$ cat config.mk
export PLATFORM = sky130hd
export DESIGN_NAME = riscv_alu_seq
export DESIGN_NICKNAME = d
export VERILOG_FILES = /design/src/rtl/riscv_alu_seq.sv
export SDC_FILE = /design/constraint.sdc
export NUM_CORES = 1
export LEC_CHECK = 0
export BUFFER_PORTS_ARGS = -buffer_cell sky130_fd_sc_hd__buf_2
export CORE_MARGIN = 10
export CORE_UTILIZATION = 45
export DETAILED_ROUTE_END_ITERATION = 10
export MAX_ROUTING_LAYER = met4
export PLACE_DENSITY = 0.72
export SLEW_MARGIN = 10
export SYNTH_ARGS = -nofsm -noshare
export SYNTH_HDL_FRONTEND = slang
export SYNTH_SLANG_ARGS = --single-unit
export TNS_END_PERCENT = 50
$ cat constraint.sdc
create_clock -name iclk -period 2.66 [get_ports iclk]
set_input_delay 0.133 -clock iclk [delete_from_list [all_inputs] [get_ports iclk]]
set_output_delay 0.133 -clock iclk [all_outputs]
set_load 0.02 [all_outputs]
$ cat src/rtl/riscv_alu_seq.sv
// Sequential RISC-V ALU with a valid/ready handshake on both sides and a bit-serial shifter.
// Define RISCV_ALU_FAST_SHIFT_EN to replace the serial shifter with a one-cycle barrel shifter.
module riscv_alu_seq #(
  parameter int XLEN = 32
) (
  input  logic            iclk,
  input  logic            irst,
  input  logic            ivalid,
  output logic            oready,
  input  logic [3:0]      ictrl,
  input  logic [XLEN-1:0] ia,
  input  logic [XLEN-1:0] ib,
  output logic            ovalid,
  input  logic            iready,
  output logic [XLEN-1:0] oresult,
  output logic            ozero
);

  localparam logic [3:0] RISCV_ALU_ADD_OP  = 4'd0;
  localparam logic [3:0] RISCV_ALU_SUB_OP  = 4'd1;
  localparam logic [3:0] RISCV_ALU_AND_OP  = 4'd2;
  localparam logic [3:0] RISCV_ALU_OR_OP   = 4'd3;
  localparam logic [3:0] RISCV_ALU_XOR_OP  = 4'd4;
  localparam logic [3:0] RISCV_ALU_SLT_OP  = 4'd5;
  localparam logic [3:0] RISCV_ALU_SLTU_OP = 4'd6;
  localparam logic [3:0] RISCV_ALU_SL_OP   = 4'd7;
  localparam logic [3:0] RISCV_ALU_SR_OP   = 4'd8;
  localparam logic [3:0] RISCV_ALU_SRA_OP  = 4'd9;
  localparam logic [3:0] RISCV_ALU_NOP_OP  = 4'd15;

  typedef enum logic [1:0] {
    IDLE  = 2'd0,
`ifndef RISCV_ALU_FAST_SHIFT_EN
    SHIFT = 2'd1,
`endif
    DONE  = 2'd2
  } state_t;

  state_t          state_q, state_d;
  logic [XLEN-1:0] res_q;
  logic            accept;

  function automatic logic [XLEN-1:0] alu_eval(input logic [3:0] c,
                                               input logic [XLEN-1:0] a,
                                               input logic [XLEN-1:0] b);
    logic signed [XLEN-1:0] sa, sb;
    sa = a;
    sb = b;
    case (c)
      RISCV_ALU_ADD_OP:  alu_eval = a + b;
      RISCV_ALU_SUB_OP:  alu_eval = a - b;
      RISCV_ALU_AND_OP:  alu_eval = a & b;
      RISCV_ALU_OR_OP:   alu_eval = a | b;
      RISCV_ALU_XOR_OP:  alu_eval = a ^ b;
      RISCV_ALU_SLT_OP:  alu_eval = {{(XLEN-1){1'b0}}, (sa < sb)};
      RISCV_ALU_SLTU_OP: alu_eval = {{(XLEN-1){1'b0}}, (a < b)};
`ifdef RISCV_ALU_FAST_SHIFT_EN
      RISCV_ALU_SL_OP:   alu_eval = a << b[4:0];
      RISCV_ALU_SR_OP:   alu_eval = a >> b[4:0];
      RISCV_ALU_SRA_OP:  alu_eval = sa >>> b[4:0];
`endif
      default:           alu_eval = '0;
    endcase
  endfunction

  assign accept  = ivalid && oready;
  assign oready  = (state_q == IDLE) && !irst;
  assign ovalid  = (state_q == DONE);
  assign oresult = res_q;
  assign ozero   = ovalid && (res_q == '0);

`ifdef RISCV_ALU_FAST_SHIFT_EN

  always_comb begin
    state_d = state_q;
    case (state_q)
      IDLE:    if (accept) state_d = DONE;
      DONE:    if (iready) state_d = IDLE;
      default: state_d = IDLE;
    endcase
  end

  always_ff @(posedge iclk or posedge irst) begin
    if (irst) begin
      state_q <= IDLE;
      res_q   <= '0;
    end else begin
      state_q <= state_d;
      if (accept) res_q <= alu_eval(ictrl, ia, ib);
    end
  end

`else

  logic [3:0] op_q;
  logic [4:0] cnt_q;
  logic       is_shift;

  // One-bit shift step; SRA replicates the sign bit that was loaded from ia.
  function automatic logic [XLEN-1:0] shift_step(input logic [3:0] c,
                                                 input logic [XLEN-1:0] r);
    case (c)
      RISCV_ALU_SL_OP:  shift_step = {r[XLEN-2:0], 1'b0};
      RISCV_ALU_SR_OP:  shift_step = {1'b0, r[XLEN-1:1]};
      RISCV_ALU_SRA_OP: shift_step = {r[XLEN-1], r[XLEN-1:1]};
      default:          shift_step = r;
    endcase
  endfunction

  assign is_shift = (ictrl == RISCV_ALU_SL_OP) || (ictrl == RISCV_ALU_SR_OP) ||
                    (ictrl == RISCV_ALU_SRA_OP);

  always_comb begin
    state_d = state_q;
    case (state_q)
      IDLE:    if (accept) state_d = (is_shift && (ib[4:0] != 5'd0)) ? SHIFT : DONE;
      SHIFT:   if (cnt_q == 5'd1) state_d = DONE;
      DONE:    if (iready) state_d = IDLE;
      default: state_d = IDLE;
    endcase
  end

  always_ff @(posedge iclk or posedge irst) begin
    if (irst) begin
      state_q <= IDLE;
      res_q   <= '0;
      cnt_q   <= '0;
      op_q    <= RISCV_ALU_NOP_OP;
    end else begin
      state_q <= state_d;
      if (accept) begin
        op_q  <= ictrl;
        cnt_q <= ib[4:0];
        res_q <= is_shift ? ia : alu_eval(ictrl, ia, ib);
      end else if (state_q == SHIFT) begin
        res_q <= shift_step(op_q, res_q);
        cnt_q <= cnt_q - 5'd1;
      end
    end
  end

`endif

endmodule

Word level (Yosys, flattened, before mapping)

Cells that the tools add are included.

Equality and inequality tests: 19
$add $sub $neg: 3
Bitwise gates (word level): 3
Muxes and demuxes: 12
Order comparisons: 2
Reduce and logical (&&, ||, !) cells: 17

Operator list:

| kind                                             | count |
|---|---|
| case mux 32 bit (7 select lines)                 | 1 |
| 2-to-1 mux 32 bit                                | 3 |
| case mux 32 bit (3 select lines)                 | 1 |
| less-than comparator 32 bit                      | 2 |
| adder 32 bit                                     | 1 |
| AND 32 bit                                       | 1 |
| logical NOT 32 bit                               | 1 |
| bitwise OR 32 bit                                | 1 |
| subtractor 32 bit                                | 1 |
| XOR 32 bit                                       | 1 |
| == test 4 x 3 -> 1 bit, second input constant    | 5 |
| == test 4 bit, second input constant             | 4 |
| 2-to-1 mux 5 bit                                 | 2 |
| == test 4 x 2 -> 1 bit, second input constant    | 2 |
| 2-to-1 mux 2 bit                                 | 4 |
| inequality test 2 bit, second input constant     | 3 |
| case mux 2 bit (3 select lines)                  | 1 |
| AND reduction 3 bit                              | 2 |
| == test 5 x 1 -> 1 bit, second input constant    | 1 |
| nonzero test 5 bit                               | 1 |
| subtractor 5 x 1 -> 5 bit, second input constant | 1 |
| == test 4 x 1 -> 1 bit, second input constant    | 1 |
| logical AND 1 bit                                | 4 |
| logical NOT 4 bit                                | 1 |
| 10 further kinds                                 | 11 |

Output and inout port bits: 35
Bits in registers: 43

Logic depth before layout (Yosys ltp)

Gate-level depths: netlist of run 1.

Word-level depth: 7
Gate-level depth with buffers: 13
Mapped depth without buffers: 13

Least setup slack after synthesis of run 1

OpenSTA, ideal clock, no wires.

Path type: in2reg
From: input ia[0]
To: register res_q[28] (netlist: oresult[28])
Stages: 13
Setup slack: -258 ps
Path buffers: 0
Data arrival time: 2,832 ps
Path through: inv_1 -> ha_1 -> fa_1 -> o21ba_2 -> or4_1 -> nand4b_2 -> a21oi_2 -> o211ai_2 -> nand4_1 -> o211a_1 -> a211oi_1 -> mux2_2 -> nor3_1

Longest elaborated chain between the ends: 4
Elaborated cells between the ends (all ways): 5
Those cells by class: add/sub (2); mux (3)

RTL lines:

| item                                              | line   | RTL |
|---|---|---|
| from (decl)                                       | 11     | `input logic [XLEN-1:0] ia,` |
| subtractor 32 bit or adder 32 bit (tied branches) | 51, 50 |  |
| case mux 32 bit (7 select lines) (*)              | 49     | `case (c)` |
| 2-to-1 mux 32 bit (*)                             | 134    | `res_q <= is_shift ? ia : alu_eval(ictrl, ia, ib);` |
| 2-to-1 mux 32 bit (*)                             | 131    | `if (accept) begin` |
| to (signal assigned)                              | 134    |  |
| to (signal assigned)                              | 136    | `res_q <= shift_step(op_q, res_q);` |
| to (decl)                                         | 40     | `logic [XLEN-1:0] res_q;` |

Mark *: on every way between the ends. The rest lies on a longest branch, timed or not.
A chain may end at the register's enable or synchronous reset.

Worst setup path after layout of run 1

From: input ib[1]
To: register res_q[28] (netlist: oresult[28])

Longest elaborated chain between the ends: 4
Elaborated cells between the ends (all ways): 5
Those cells by class: add/sub (2); mux (3)

RTL lines:

| item                                              | line   | RTL |
|---|---|---|
| from (decl)                                       | 12     | `input logic [XLEN-1:0] ib,` |
| subtractor 32 bit or adder 32 bit (tied branches) | 51, 50 |  |
| case mux 32 bit (7 select lines) (*)              | 49     |  |
| 2-to-1 mux 32 bit (*)                             | 134    |  |
| 2-to-1 mux 32 bit (*)                             | 131    |  |

Marked as above.

==> results of run 1 <==
-- registers in the layout, summed over array words and instances (netlist names) --
signal	count
cnt_q	5
op_q	4
oresult	32
state_q	2
-- synthesized netlist by cell type, types with 4 or more instances --
| cell | count | area share [%] |
|---|---|---|
| nand4_1 | 7 | 0.58 |
| a221o_1 | 9 | 1.2 |
| dfrtp_1 | 39 | 13 |
| a221oi_1 | 19 | 2.2 |
| nor2b_1 | 11 | 0.92 |
| nand3_1 | 19 | 1.3 |
| a311oi_1 | 9 | 1.1 |
| dfstp_2 | 4 | 1.4 |
| nor4_1 | 12 | 1.0 |
| a21oi_1 | 110 | 7.3 |
| a22oi_1 | 16 | 1.6 |
| a31oi_1 | 10 | 0.84 |
| inv_1 | 88 | 4.4 |
| a211oi_1 | 15 | 1.5 |
| o31ai_1 | 7 | 0.70 |
| o2111ai_1 | 6 | 0.70 |
| o21ai_1 | 4 | 0.27 |
| a211o_1 | 4 | 0.47 |
| a21oi_2 | 4 | 0.47 |
| buf_4 | 6 | 0.60 |
| o21bai_1 | 14 | 1.4 |
| inv_2 | 4 | 0.20 |
| nor3_1 | 19 | 1.3 |
| ha_1 | 115 | 19 |
| xor2_1 | 4 | 0.47 |
| buf_2 | 10 | 0.67 |
| xnor2_1 | 20 | 2.3 |
| nand2b_1 | 9 | 0.75 |
| mux2i_1 | 11 | 1.5 |
| o311ai_0 | 5 | 0.58 |
| o21ai_0 | 53 | 3.5 |
| and2_1 | 9 | 0.75 |
| and3_1 | 6 | 0.50 |
| or3_1 | 4 | 0.33 |
| nor2_1 | 97 | 4.9 |
| a21o_1 | 17 | 1.7 |
| nand2_1 | 116 | 5.8 |
| and4_1 | 4 | 0.47 |
| o211ai_1 | 19 | 1.9 |
| a2111oi_0 | 4 | 0.47 |
| clkbuf_1 | 52 | 2.6 |
-- worst min-delay path: stages --
cell and delay (ns):
buf_2 0.12, inv_1 0.05, buf_4 0.47
-- worst paths after layout --
kind                       cells past startpoint                    from                 endpoint
setup reg to reg                               8  state_q[1]$_DFFE_PP0P_   oresult[4]$_DFFE_PP0P_
hold / removal                                 3                    irst     cnt_q[1]$_DFFE_PP0P_
max in group asynchronous                      3                    irst  oresult[25]$_DFFE_PP0P_
min in group iclk                              3                ictrl[3]      op_q[3]$_DFFE_PP1P_
setup / recovery                              13                   ib[1]  oresult[28]$_DFFE_PP0P_
hold reg to reg                                2     op_q[2]$_DFFE_PP1P_      op_q[2]$_DFFE_PP1P_
-- what timing repair did --
action	in CTS	in global routing
resized for setup	18	53
setup buffers	3	4
hold endpoints to repair	0	0
pin swaps	4	27
setup endpoints to repair	12	20
-- layer usage --
metal  vias to the layer above  global-route usage (%)  routed length, um
li1                       4279                       -                  -
met1                      4182                    32.3              12400
met2                       409                    37.0              12400
met3                        56                    3.94               2260
met4                         0                    5.84                596
met5                         -                       -                  0
-- stage by stage --
step / worst slack, ns / total power, mW
floorplan: -0.0516 / 3.42
global placement: -0.394 / 4.77
detailed placement: -0.462 / 4.83
CTS: -0.00695 / 5.48
global route: -0.115 / 6.01
finish: 0.0204 / 5.62
-- kinds of logic (layout without fill, tap and decap cells) --
logic type               after synthesis  in the layout
AO/OA/AOI/OAI                        363            363
XOR/XNOR                              24             24
adder cells (fa/ha/maj)              117            117
buffers and inverters                164            433
flip-flops                            43             43
multiplexers                          12             12
other                                  0              1
AND/OR/NAND/NOR                      321            321
-- report_power, final --
group	switching (mW)	internal [mW]
Sequential	0.437	1.00
Clock	0.261	0.348
Combinational	2.07	1.51
-- layout make-up --
| cell class | count | area (sq um) | area share [%] |
|---|---|---|---|
| multi-input combinational | 837 | 6160 | 60.0 |
| timing repair buffer | 332 | 2270 | 22.0 |
| sequential | 43 | 1080 | 10.5 |
| inverter | 93 | 352 | 3.42 |
| tap | 220 | 275 | 2.68 |
| clock buffer | 7 | 133 | 1.29 |
| clock inverter | 1 | 5.00 | 0.0487 |
| antenna | 1 | 2.50 | 0.0243 |
==> flow_summary.yaml, run 1 <==
run_status:
  outcome: "finished clean"
routing:
  ant_nets: 0
  wl_um: 27700
  first_pass_iters: 6
  viasPerCell: 5.82
  vias: 8926
  drt_iter0_drc: 749
  route.detailed.drc: 0
  detail_route.wl_per_cell_um: 18.1
timing:
  rsz0062_at_grt: "yes"
  relSlewSlack_pct: 61.9
  drv_slew: 0
  tightest_slew_ns: 0.566
  clock.fmax_mhz: 379
  setup_violations: 0
  period_needed_ns: 2.64
  period_share_pct: 99.2
  hold_viol: 0
  whs_ns: 0.00935
  setup_tns_ns: 0
  fin_worst_skew_ns: 0.00584
synthesis:
  synth_top_family_by_area: "compound AO/OA/AOI/OAI gates"
  avgSynthCellArea_sq_um: 7.18
  synth-simple-area-share_pct: 19.5
  synth_edf_count: 0
  synth_compound_area_share_pct: 33.2
  synth.area.mux_share_pct: 1.62
  synthCells: 1044
  syn_nets: 1233
  synth_xor_area_share_pct: 2.81
  yosysSeqAreaShare_pct: 14.4
  synthArstFlopShare_pct: 100
  ys_warn_count: 0
  synth-adder-area-share_pct: 19.7
  synthFlopType: "dfrtp_1"
  syn_area_sq_um: 7490
  ys_ff_latch: 43
  synth.distinct_cells: 75
placed_design:
  placed_area_sq_um: 9710
  numPortBuffers: 106
  place_inst: 1519
  place.gp.congestion: 1.02
  hpwl_um: 21800
worst_setup_path:
  cp_data_required_time_ns: 2.88
  end_kind: "flop"
  crit_path_max_incr_delay_ns: 0.44
  cp_slowest_cell: "or4_4"
  path_cells: "buf_2, buf_4, fa_2, o21ba_4, or4_4, nand4b_4, a21oi_4, o211ai_4, nand4_1, o211a_1, a211oi_2, mux2_4, nor3_2"
  critPathKind: "in -> reg"
  path_delay_family: "compound AO/OA/AOI/OAI gates"
  regToRegSetupSlack_ns: 0.37
  worstSetupStartpointType: "input pin"
  crit_path_max_fanout: 5
  cp.arrival_ns: 2.85
  timing.critical_path.buf_inv: 2
floorplan:
  initial_core_util_pct: 45.5
  rows: 47
  ioPinCount: 107
  die_x_um: 149
  die_y_um: 149
  die_area_sq_um: 22200
  core_area_sq_um: 16500
clock_network:
  clock_sinks: 43
  hold_buffers: 0
  cts_made_buffers: 5
  cts.root.buffer_cell: "clkbuf_16"
  insertion_delay_ns: 0.29
  cts_buffer_depth: 2
  cts_tree: "yes"
  path_clk_slew_ns: 0.06
  ctsHtreeMaxLevel: 2
final_layout:
  post-route-util_pct: 62.4
  layout_common_cells: "224 x buf_4, 116 x nand2_1, 107 x ha_1, 105 x a21oi_1, 103 x buf_2"
  fillCellCount: 1514
  finalNetCount: 1501
  syn_to_final_growth_pct: 37.2
  final_common_cell: "buf_4"
  final_cells: 1534
  fin_area_sq_um: 10300
  drive_gt1_share_pct: 31.7
min_path:
  hold_class: "in -> async"
power_and_ir_drop:
  leakagePower_nw: 5.02
  power.density_nw_per_um2: 547
  max-vdd-ir-drop_mv: 0.488
global_route:
  grt_pass1_wl_um: 42900
  grt_pass1_vias: 8263
  grt-ovfl-total: 0
  grt_usage_pct: 24.1
  antenna_found_initial: 1
  grt_max_degree: 44
job:
  maxCapViolations: 0
Note: power is estimated with default switching activity, not from simulation.
==> inputs of run 2 (changes only) <==
Settings changed: CORE_MARGIN 10 to 3, MAX_ROUTING_LAYER met4 to default.
==> flow_summary.yaml, run 2 (synthesized netlist as in run 1, its figures left out) <==
run_status:
  outcome: "finished with violations"
  failed_checks: "hold timing, setup timing"
worst_setup_path:
  critPathKind: "in -> reg"
  regToRegSetupSlack_ns: 0.28
  crit_path_max_incr_delay_ns: 0.44
  cp_slowest_cell: "or4_4"
  reg2reg_to: "oresult[12]$_DFFE_PP0P_"
  crit_path_max_fanout: 3
  path_cells: "buf_8, inv_4, ha_4, fa_2, o21ba_4, or4_4, nand4b_4, a21oi_4, o211ai_2, buf_4, a31oi_4, a22oi_2, xnor2_1, a221oi_2, buf_4, a21oi_2"
  cp.arrival_ns: 2.85
  worstSetupStartpointType: "input pin"
  end_kind: "flop"
  cp_data_required_time_ns: 2.83
  reg2regPathDepth: 8
  crit_top_cell: "buf_4"
  r2r_start: "state_q[1]$_DFFE_PP0P_"
routing:
  ant_nets: 0
  wl_um: 27600
  viasPerCell: 5.91
  detail_route.wl_per_cell_um: 18.2
  first_pass_iters: 5
  route.detailed.drc: 0
  drt_iter0_drc: 919
  vias: 8973
clock_network:
  clock_sinks: 43
  cts_made_buffers: 5
  cts.root.buffer_cell: "clkbuf_16"
  ctsHtreeMaxLevel: 2
  cts_buffer_depth: 2
  hold_buffers: 0
  path_clk_slew_ns: 0.06
  insertion_delay_ns: 0.29
  cts_tree: "yes"
power_and_ir_drop:
  leakagePower_nw: 4.98
  max-vdd-ir-drop_mv: 0.506
  power.density_nw_per_um2: 552
  power_mw: 5.64
global_route:
  grt_max_degree: 49
  grt_pass1_wl_um: 42400
  antenna_found_initial: 1
  grt-ovfl-total: 0
  grt_pass1_vias: 8079
  grt_usage_pct: 28.5
timing:
  period_needed_ns: 2.68
  rsz0062_at_grt: "yes"
  fin_worst_skew_ns: 0.00814
  setup_ws_ns: -0.0190
  relSlewSlack_pct: 36.9
  setup_tns_ns: -0.0190
  whs_ns: -0.00422
  setup_violations: 1
  period_share_pct: 101
  drv_slew: 0
  hold_viol: 3
  clock.fmax_mhz: 373
  tightest_slew_ns: 0.946
floorplan:
  initial_core_util_pct: 46.5
  die_area_sq_um: 18200
  rows: 46
  core_area_sq_um: 16100
  die_x_um: 135
  ioPinCount: 107
  die_y_um: 135
min_path:
  hold_class: "in -> async"
job:
  maxCapViolations: 0
final_layout:
  finalNetCount: 1488
  drive_gt1_share_pct: 31.0
  largest_register_ff_count: 32
  syn_to_final_growth_pct: 36.3
  layout_common_cells: "208 x buf_4, 116 x nand2_1, 109 x ha_1, 105 x a21oi_1, 104 x buf_2"
  final_common_cell: "buf_4"
placed_design:
  place.gp.congestion: 0.978
  hpwl_um: 21200
  numPortBuffers: 106
## run 2: per-stage QoR
stage	worst slack [ns]	utilization, %	instances	hold WS (ns)	area (sq um)
final	-0.0190	63.4	1517	-0.00422	10200
after global routing	-0.149	63.4	1517	0.0500	10200
after CTS	0.0000207	61.3	1512	0.0260	9880
after detailed placement	-0.411	59.8	1502	0.332	9640
after global placement	-0.352	59.8	1502	0.329	9640
after floorplan	-0.0516	-	1044	0.250	7520
## run 2: final cells by class
| cell class | instances | area [sq um] |
|---|---|---|
| fill | 1469 | 5910 |
| clock inverter | 1 | 5.00 |
| sequential | 43 | 1080 |
| tap | 216 | 270 |
| inverter | 93 | 352 |
| multi-input combinational | 837 | 6170 |
| timing repair buffer | 319 | 2190 |
| clock buffer | 7 | 133 |
| antenna | 1 | 2.50 |
## run 2: worst max-delay path: cells and delay by family
kind | cells | cell delay (ns)
fa+ha+maj | 2 | 0.50
compound gates | 7 | 1.08
simple gates | 2 | 0.58
xor+xnor | 1 | 0.12
buf+inv | 4 | 0.44
## run 2: per-layer routing
| layer | vias up | GRT usage, % | routed length [um] |
|---|---|---|---|
| li1 | 4259 | - | - |
| met1 | 4240 | 41.9 | 12300 |
| met2 | 417 | 45.0 | 12400 |
| met3 | 57 | 2.72 | 2300 |
| met4 | 0 | 7.05 | 603 |
| met5 | - | 0 | 0 |
## run 2: repair_timing
action	4_1_cts	5_1_grt
gates resized for setup	17	55
buffers inserted	2	4
setup endpoints to repair	12	21
endpoints found under the hold margin	0	0
pin swaps	3	24
## run 2: worst max path at each step
stage           from                       to  depth (start not counted)
2_1_floorplan  ia[0]  oresult[28]$_DFFE_PP0P_                         13
3_3_place_gp   ia[0]  oresult[18]$_DFFE_PP0P_                         15
3_5_place_dp   ia[0]  oresult[18]$_DFFE_PP0P_                         15
4_1_cts        ib[0]  oresult[28]$_DFFE_PP0P_                         13
5_1_grt        ia[0]  oresult[20]$_DFFE_PP0P_                         16
6_report       ia[0]  oresult[20]$_DFFE_PP0P_                         16
## run 2: power by group
part           internal, mW  switching, mW
Sequential             1.01          0.447
Clock                 0.348          0.272
Combinational          1.50           2.07
==> inputs of run 3 (changes only) <==
Settings changed: CELL_PAD_IN_SITES_DETAIL_PLACEMENT from default to 0, CELL_PAD_IN_SITES_GLOBAL_PLACEMENT from default to 1, CORE_UTILIZATION 45 to 43, PLACE_DENSITY 0.72 to 0.89, SKIP_LAST_GASP from default to 1.
==> flow_summary.yaml, run 3 (synthesized netlist as in run 1, its figures left out) <==
global_route:
  grt_pass1_wl_um: 42200
  grt_pass1_vias: 8207
  grt_max_degree: 44
  grt_usage_pct: 27.5
  grt-ovfl-total: 0
  antenna_found_initial: 0
routing:
  ant_nets: 0
  route.detailed.drc: 0
  drt_iter0_drc: 889
  vias: 8899
  first_pass_iters: 6
  wl_um: 26900
  detail_route.wl_per_cell_um: 17.7
  viasPerCell: 5.86
worst_setup_path:
  cp.arrival_ns: 2.80
  crit_path_max_fanout: 3
  reg2regPathDepth: 9
  cp_data_required_time_ns: 2.83
  crit_path_max_incr_delay_ns: 0.35
  critPathKind: "in -> reg"
  reg2reg_to: "oresult[16]$_DFFE_PP0P_"
  cp_slowest_cell: "o41ai_4"
  regToRegSetupSlack_ns: 0.34
  path_cells: "buf_2, inv_1, ha_4, a21oi_1, nand3b_1, a21oi_4, a211o_1, a311oi_2, buf_4, o41ai_4, a21oi_2, xnor2_1, a221oi_2, buf_4, a21oi_1"
  worstSetupStartpointType: "input pin"
  setup.worst_path.start: "ib[1]"
  end_kind: "flop"
  r2r_start: "state_q[1]$_DFFE_PP0P_"
placed_design:
  place.gp.congestion: 0.976
  numPortBuffers: 106
  dp_slack_ns: -0.488
  hpwl_um: 21100
clock_network:
  ctsHtreeMaxLevel: 2
  path_clk_slew_ns: 0.06
  cts.root.buffer_cell: "clkbuf_16"
  cts_made_buffers: 5
  cts_tree: "yes"
  insertion_delay_ns: 0.29
  cts_buffer_depth: 2
  hold_buffers: 0
  clock_sinks: 43
floorplan:
  core_area_sq_um: 16800
  die_x_um: 138
  die_area_sq_um: 19000
  rows: 47
  die_y_um: 138
  ioPinCount: 107
  initial_core_util_pct: 44.5
timing:
  period_needed_ns: 2.63
  hold_viol: 1
  tightest_slew_ns: 0.719
  period_share_pct: 98.9
  fin_worst_skew_ns: 0.00365
  whs_ns: -0.000173
  relSlewSlack_pct: 52.1
  rsz0062_at_grt: "yes"
  drv_slew: 0
  setup_ws_ns: 0.0301
  clock.fmax_mhz: 380
  setup_violations: 0
power_and_ir_drop:
  leakagePower_nw: 4.95
  max-vdd-ir-drop_mv: 0.639
  power.density_nw_per_um2: 557
final_layout:
  n_antenna_cell: 0
  syn_to_final_growth_pct: 35.2
  post-route-util_pct: 60.2
  finalNetCount: 1486
  layout_common_cells: "207 x buf_4, 116 x nand2_1, 110 x ha_1, 105 x a21oi_1, 104 x buf_2"
  fillCellCount: 1550
  largest_register_ff_count: 32
  drive_gt1_share_pct: 30.4
  final_common_cell: "buf_4"
job:
  maxCapViolations: 0
min_path:
  hold_class: "in -> async"
run_status:
  failed_checks: "hold timing"
  outcome: "finished with violations"
run 3: cell types whose count changed in the layout (fill, tap and decap cells not counted), sizes merged:
cell    delta
bufinv     +1
buf        -2
clkinv     -1
diode      -1
run 3: how the worst max path moves through the flow:
stage                         endpoint  slack (ns)  cells past startpoint
2_1_floorplan  oresult[28]$_DFFE_PP0P_       -0.05                     13
3_3_place_gp   oresult[21]$_DFFE_PP0P_       -0.47                     16
3_5_place_dp   oresult[21]$_DFFE_PP0P_       -0.49                     16
4_1_cts        oresult[28]$_DFFE_PP0P_       -0.07                     14
5_1_grt        oresult[30]$_DFFE_PP0P_       -0.08                     13
6_report       oresult[21]$_DFFE_PP0P_        0.03                     15
run 3: area by class of cell:
class,count,area (sq um),area share [%]
Inverter,93,352,3.47
Clock buffer,7,133,1.31
Clock inverter,1,30.0,0.296
Sequential cell,43,1080,10.7
Tap cell,220,275,2.72
Multi-Input combinational cell,837,6090,60.1
Timing Repair Buffer,317,2170,21.4
run 3: power by group:
part | leakage (nW) | switching [mW] | internal (mW)
registers | 0.508 | 0.453 | 1.00
logic | 4.36 | 2.02 | 1.47
clock network | 0.0781 | 0.255 | 0.444
run 3: timing repair:
| action | in CTS | in global routing |
|---|---|---|
| endpoints found under the setup margin | 10 | 20 |
| pin swaps | 18 | 23 |
| resized for setup | 16 | 42 |
| setup buffers | 2 | 5 |
run 3: worst max-delay path: cells and delay by family:
family,cells,cell delay [ns]
xor+xnor,1,0.15
fa+ha+maj,1,0.28
buf+inv,4,0.54
simple gates,1,0.25
compound gates,8,1.45
run 3: per-stage QoR:
stage	setup TNS, ns	total power, mW	instance area (sq um)	std cells
after floorplan	-0.0516	3.42	7520	1044
after global placement	-4.91	4.71	9630	1504
after detailed placement	-5.75	4.79	9630	1504
after CTS	-0.209	5.52	9870	1514
after global routing	-0.536	6.07	10100	1518
final	0	5.64	10100	1518
run 3: routing by layer:
metal  up-vias  share of wire, %  GRT usage, %
met5         -                 0             0
met4         0               1.9          6.15
met3        47               9.5          5.04
met2       429                44          42.8
met1      4167                45          39.6
li1       4256                 -             -
